`src/rtl/mem_port_arbiter.sv`:
```
// mem_port_arbiter: sequences fetch and load/store accesses onto the single
// shared memory port, alternating ownership when both requesters compete.
module mem_port_arbiter #(
    parameter int ADDR_W  = 32,
    parameter int DATA_W  = 32,
    parameter int MEM_LAT = 2
) (
    input  logic              clk,
    input  logic              reset,
    input  logic              if_req,
    input  logic [ADDR_W-1:0] if_addr,
    output logic              if_gnt,
    output logic              if_done,
    output logic [DATA_W-1:0] if_rdata,
    input  logic              d_req,
    input  logic              d_we,
    input  logic [ADDR_W-1:0] d_addr,
    input  logic [DATA_W-1:0] d_wdata,
    output logic              d_gnt,
    output logic              d_done,
    output logic [DATA_W-1:0] d_rdata,
    output logic [ADDR_W-1:0] mem_addr,
    output logic [DATA_W-1:0] mem_wdata,
    output logic              mem_wr,
    input  logic [DATA_W-1:0] mem_rdata
);

    localparam int CW = $clog2(MEM_LAT + 1);
    localparam logic OWN_IF = 1'b0;
    localparam logic OWN_D  = 1'b1;

    typedef enum logic [1:0] {
        IDLE = 2'd0,
        BUSY = 2'd1,
        RESP = 2'd2
    } state_t;

    state_t            state_q, state_d;
    logic [CW-1:0]     cnt_q, cnt_d;
    logic              owner_q, owner_d;
    logic              last_owner_q, last_owner_d;
    logic [ADDR_W-1:0] addr_q, addr_d;
    logic [DATA_W-1:0] wdata_q, wdata_d;
    logic              we_q, we_d;
    logic              first_q, first_d;
    logic [DATA_W-1:0] if_rdata_q, if_rdata_d;
    logic [DATA_W-1:0] d_rdata_q, d_rdata_d;
    logic              if_done_q, if_done_d;
    logic              d_done_q, d_done_d;
    logic              grant_if, grant_d;

    // Arbitration: only in IDLE; on a tie the requester that did not own last wins
    always_comb begin
        grant_if = 1'b0;
        grant_d  = 1'b0;
        if (state_q == IDLE) begin
            if (if_req && d_req) begin
                grant_d  = (last_owner_q == OWN_IF);
                grant_if = !grant_d;
            end else begin
                grant_if = if_req;
                grant_d  = d_req;
            end
        end
    end

    // State and datapath registers, cleared asynchronously so an access is abandoned
    always_ff @(posedge clk or posedge reset) begin
        if (reset) begin
            state_q      <= IDLE;
            cnt_q        <= '0;
            owner_q      <= OWN_IF;
            last_owner_q <= OWN_IF;
            addr_q       <= '0;
            wdata_q      <= '0;
            we_q         <= 1'b0;
            first_q      <= 1'b0;
            if_rdata_q   <= '0;
            d_rdata_q    <= '0;
            if_done_q    <= 1'b0;
            d_done_q     <= 1'b0;
        end else begin
            state_q      <= state_d;
            cnt_q        <= cnt_d;
            owner_q      <= owner_d;
            last_owner_q <= last_owner_d;
            addr_q       <= addr_d;
            wdata_q      <= wdata_d;
            we_q         <= we_d;
            first_q      <= first_d;
            if_rdata_q   <= if_rdata_d;
            d_rdata_q    <= d_rdata_d;
            if_done_q    <= if_done_d;
            d_done_q     <= d_done_d;
        end
    end

    // Next state: capture on grant, count down the read latency, pulse done in RESP
    always_comb begin
        state_d      = state_q;
        cnt_d        = cnt_q;
        owner_d      = owner_q;
        last_owner_d = last_owner_q;
        addr_d       = addr_q;
        wdata_d      = wdata_q;
        we_d         = we_q;
        first_d      = first_q;
        if_rdata_d   = if_rdata_q;
        d_rdata_d    = d_rdata_q;
        if_done_d    = 1'b0;
        d_done_d     = 1'b0;
        case (state_q)
            IDLE: begin
                if (grant_if || grant_d) begin
                    state_d      = BUSY;
                    owner_d      = grant_d;
                    last_owner_d = grant_d;
                    addr_d       = grant_d ? d_addr : if_addr;
                    wdata_d      = grant_d ? d_wdata : wdata_q;
                    we_d         = grant_d && d_we;
                    cnt_d        = CW'(MEM_LAT - 1);
                    first_d      = 1'b1;
                end
            end
            BUSY: begin
                first_d = 1'b0;
                if (we_q) begin
                    state_d  = RESP;
                    d_done_d = 1'b1;
                end else if (cnt_q == '0) begin
                    state_d = RESP;
                    if (owner_q == OWN_D) begin
                        d_rdata_d = mem_rdata;
                        d_done_d  = 1'b1;
                    end else begin
                        if_rdata_d = mem_rdata;
                        if_done_d  = 1'b1;
                    end
                end else begin
                    cnt_d = cnt_q - CW'(1);
                end
            end
            RESP: begin
                state_d = IDLE;
            end
            default: begin
                state_d = IDLE;
            end
        endcase
    end

    // Outputs: grant and write strobe are combinational and drop with reset
    always_comb begin
        if_gnt    = grant_if && !reset;
        d_gnt     = grant_d && !reset;
        mem_wr    = (state_q == BUSY) && first_q && we_q && !reset;
        mem_addr  = addr_q;
        mem_wdata = wdata_q;
        if_done   = if_done_q;
        d_done    = d_done_q;
        if_rdata  = if_rdata_q;
        d_rdata   = d_rdata_q;
    end

endmodule

```
`config.mk`:
```
export PLATFORM = sky130hd
export DESIGN_NAME = mem_port_arbiter
export DESIGN_NICKNAME = d
export VERILOG_FILES = /design/src/rtl/mem_port_arbiter.sv
export SDC_FILE = /design/constraint.sdc
export NUM_CORES = 1
export LEC_CHECK = 0
export BUFFER_PORTS_ARGS = -buffer_cell sky130_fd_sc_hd__clkbuf_2
export CELL_PAD_IN_SITES_DETAIL_PLACEMENT = 1
export CELL_PAD_IN_SITES_GLOBAL_PLACEMENT = 1
export CORE_MARGIN = 1
export CORE_UTILIZATION = 40
export CTS_BUF_LIST = sky130_fd_sc_hd__clkbuf_8
export CTS_CLUSTER_DIAMETER = 30
export DETAILED_ROUTE_END_ITERATION = 8
export PLACE_DENSITY_LB_ADDON = 0.1
export SYNTH_ARGS = -nofsm -noshare
export SYNTH_HDL_FRONTEND = slang
export SYNTH_SLANG_ARGS = --single-unit
```
`constraint.sdc`:
```
create_clock -name clk -period 6.7 [get_ports clk]
set_input_delay 0 -clock clk [delete_from_list [all_inputs] [get_ports clk]]
set_output_delay 0 -clock clk [all_outputs]
set_load 0.01 [all_outputs]
```
==> run summary <==
FINAL LAYOUT
--------------------------------------------------------------------------------
Final net count                                                              886
Fraction of final layout cells sized beyond drive strength 1               0.527
Highest-count cells in the layout ignoring fill and taps            clkbuf_2 (265), dfrtp_1 (137), dlygate4sd3_1 (132)
Area grow syn2layout                                                       56.6%
Final instance area                                                  0.00871 mm2
Commonest non-fill, non-tap cell in the layout                          clkbuf_2

POWER
--------------------------------------------------------------------------------
Max rail drop VDD                                                         182 uV
Sequential share of power                                                  0.377
Static Leakage                                                           4.38 nW
Relative contribution of combinational cells to total power                0.456
Psw                                                                      1.42 mW
Clock group share of total power                                           0.168
Power per unit of standard cell area                                  461 mW/mm2
Switching portion of total power                                           0.354
Total internal power                                                     2.59 mW

DIE
--------------------------------------------------------------------------------
Initial cell density of the core                                           0.415
Row Count                                                                     42
IO Count                                                                     266
Die area                                                              0.0144 mm2
Die extent in y                                                           120 um
Area of the core                                                      0.0134 mm2
Die boundary width                                                        120 um

DRT
--------------------------------------------------------------------------------
Sum of routed wire length over all layers                               19700 um
Drt first-iter violations                                                    193
Via density                                                                 5.10
ANT nets after route                                                           0
DR vias                                                                     4806
Detailed Routing Iterations Pass 1                                             4
Post-detailed-route DRC marker count                                           0
Wire per inst                                                            20.9 um

TIMING
--------------------------------------------------------------------------------
Worst Max-Slew Pin Slew                                                  1.26 ns
Smallest hold slack                                                     0.113 ns
Max Fclk                                                                 373 MHz
Pins over their slew limit                                                     0
Skew final                                                            0.00859 ns
Max-slew headroom at the worst pin                                         0.160
Setup violation total in the final timing report                               0
Min Clock Period, post-route                                             2.68 ns
Setup tns final                                                             0 ns
Final hold violations                                                          0
RSZ-0062 raised after global routing                                          no
Final period util                                                          0.400

GRT
--------------------------------------------------------------------------------
Largest net degree at the start of global routing                             80
Overall global routing resource usage                                      0.286
Grt total ovfl                                                                 0
Number of antenna violations at the first check in global routing              3
Wire length of the first global-routing pass                            31000 um
Number of global-route vias before repair                                   5505

LOGIC SYNTHESIS
--------------------------------------------------------------------------------
Sequential share of the synthesized area                                   0.617
Number of warnings issued by yosys                                             0
Syn Inst Count                                                               358
Mapped Area                                                          0.00556 mm2
Syn nets                                                                     492
Synth cell types                                                              27
Avg Inst Size Synth                                                     15.5 um2
Flip-flop and latch count after synthesis                                    137

CLOCKING
--------------------------------------------------------------------------------
H-tree lvl count                                                               4
CTS clk-pin slew, worst paths                                            0.08 ns
Total of cells resized after clock tree synthesis                              0
Max Buffers Root-to-Sink                                                       2
CTS tree                                                                     yes
Clock root buffer master                                                clkbuf_8
Cts bufs inserted                                                             17
Worst-Skew Late Latency                                                  0.44 ns
Sink count of the clock tree                                                 137

CRITICAL PATH
--------------------------------------------------------------------------------
WP data required                                                         7.07 ns
Critical Path Start Type                                                    flop
Buffers plus inverters on the worst setup path                                 1
Largest delay contributor family on the critical path               simple AND/OR/NAND/NOR gates
Slowest stage cell, crit path                                             and3_1
Crit-path max FO                                                              32
Kind of end point of the critical path                                      flop
Delay of the slowest cell on the worst path                              1.03 ns
Arrival time reported for the critical path endpoint                     3.05 ns
Crit-path cells                                                     nor2_1, and3_1, a221o_1, dlygate4sd3_1
Classification of the worst setup path                                   reg2reg

PLACED DESIGN
--------------------------------------------------------------------------------
Half-perimeter wire length after placement                              11100 um
Standard cell area after detailed placement                          0.00698 mm2
Count of port buffers added during placement                                 265
Final weighted congestion in routability-driven placement                  0.733

FLOW RUN
--------------------------------------------------------------------------------
Max-cap violation count                                                        0

STATUS
--------------------------------------------------------------------------------
Status                                                              finished clean

WORST HOLD PATH
--------------------------------------------------------------------------------
Worst min-delay path class                                                in2reg

[cells by family (layout without fill, tap and decap cells)]
group	count (synthesis)	count (layout)	share of synthesized area
AOI/OAI and AO/OA	70	70	0.109
and+or+nand+nor	21	21	0.0221
other	0	3	0
buffers and inverters	32	438	0.0340
adders and majority gates	1	1	0.00225
DFF	137	137	0.617
muxes	97	97	0.216
[cell type report]
| cell class | count | area (um2) |
|---|---|---|
| antenna | 3 | 7.51 |
| clock buffer | 24 | 330 |
| clock inverter | 7 | 65.1 |
| fill | 1386 | 4690 |
| inverter | 6 | 27.5 |
| multi-input combinational | 189 | 1950 |
| sequential | 137 | 3430 |
| tap | 176 | 220 |
| timing repair buffer | 401 | 2680 |
[worst register-to-register path, cell delays in order (launching register included)]
cell and delay, ns:
dfrtp_1 0.43, nor2_1 0.22, and3_1 1.04, a221o_1 0.34, dlygate4sd3_1 0.59
[power by group through the flow]
stage	Sequential (mW)	Combinational, mW	Clock [mW]
6_report	1.51	1.83	0.674
3_3_place_gp	1.46	1.51	0
2_1_floorplan	1.64	0.770	0
3_5_place_dp	1.49	1.55	0
5_1_grt	1.55	1.96	0.712
4_1_cts	1.48	1.77	0.680
[path summary, 6_finish.rpt]
path,from,endpoint,slack [ns],depth (start not counted)
max,state_q[0],mem_addr[20],4.02,4
max reg2reg,state_q[0],mem_addr[20],4.02,4
min reg2reg,cnt_q[1],cnt_q[1],0.49,1
max in group asynchronous,reset,mem_wdata[0],5.06,4
min,d_req,we_q,0.11,3
min in group asynchronous,reset,mem_addr[6],0.22,3
[flip-flops by register name, summed over array words and instances (netlist names), 2 cells and up]
| register | cells |
|---|---|
| mem_addr | 32 |
| cnt_q | 2 |
| d_rdata | 32 |
| state_q | 2 |
| if_rdata | 32 |
| mem_wdata | 32 |
[what timing repair did]
item / CTS / global route
buffers inserted: 0 / 0
hold buffers: 132 / 0
hold endpoints to repair: 188 / 0
[cells in the mapped netlist (all sizes together)]
master,count,area share
buf,14,0.022
mux2i,1,0.0018
nor4b,1,0.0016
ha,1,0.0022
mux2,96,0.21
clkbuf,12,0.0081
o2bb2ai,2,0.0032
and3,2,0.0022
o21a,33,0.045
nand3,1,0.00090
and2,1,0.0011
o21ba,1,0.0018
a221o,32,0.058
dfrtp,137,0.62
nand2b,3,0.0047
or4b,1,0.0025
inv,6,0.0041
or2,1,0.0011
a21oi,1,0.00090
a21o,1,0.0014
nor3,2,0.0018
nand2,3,0.0020
nor2,6,0.0041
[per-layer routing]
layer | track usage | wire, um | vias to the layer above
met5 | 0 | 0 | -
met3 | 0.0822 | 1270 | 44
met4 | 0.125 | 572 | 0
met1 | 0.313 | 7340 | 2440
li1 | - | - | 2104
met2 | 0.512 | 10500 | 218
[per-stage QoR]
step | setup WS [ns] | std cells | utilization | total power, mW
2_1_floorplan | 3.02 | 358 | - | 2.41
3_3_place_gp | 4.30 | 777 | 0.521 | 2.97
3_5_place_dp | 4.18 | 777 | 0.521 | 3.05
4_1_cts | 4.03 | 940 | 0.649 | 3.93
5_1_grt | 3.86 | 943 | 0.650 | 4.23
6_report | 4.02 | 943 | 0.650 | 4.02
No activity file was read; power rests on OpenSTA's default activity.
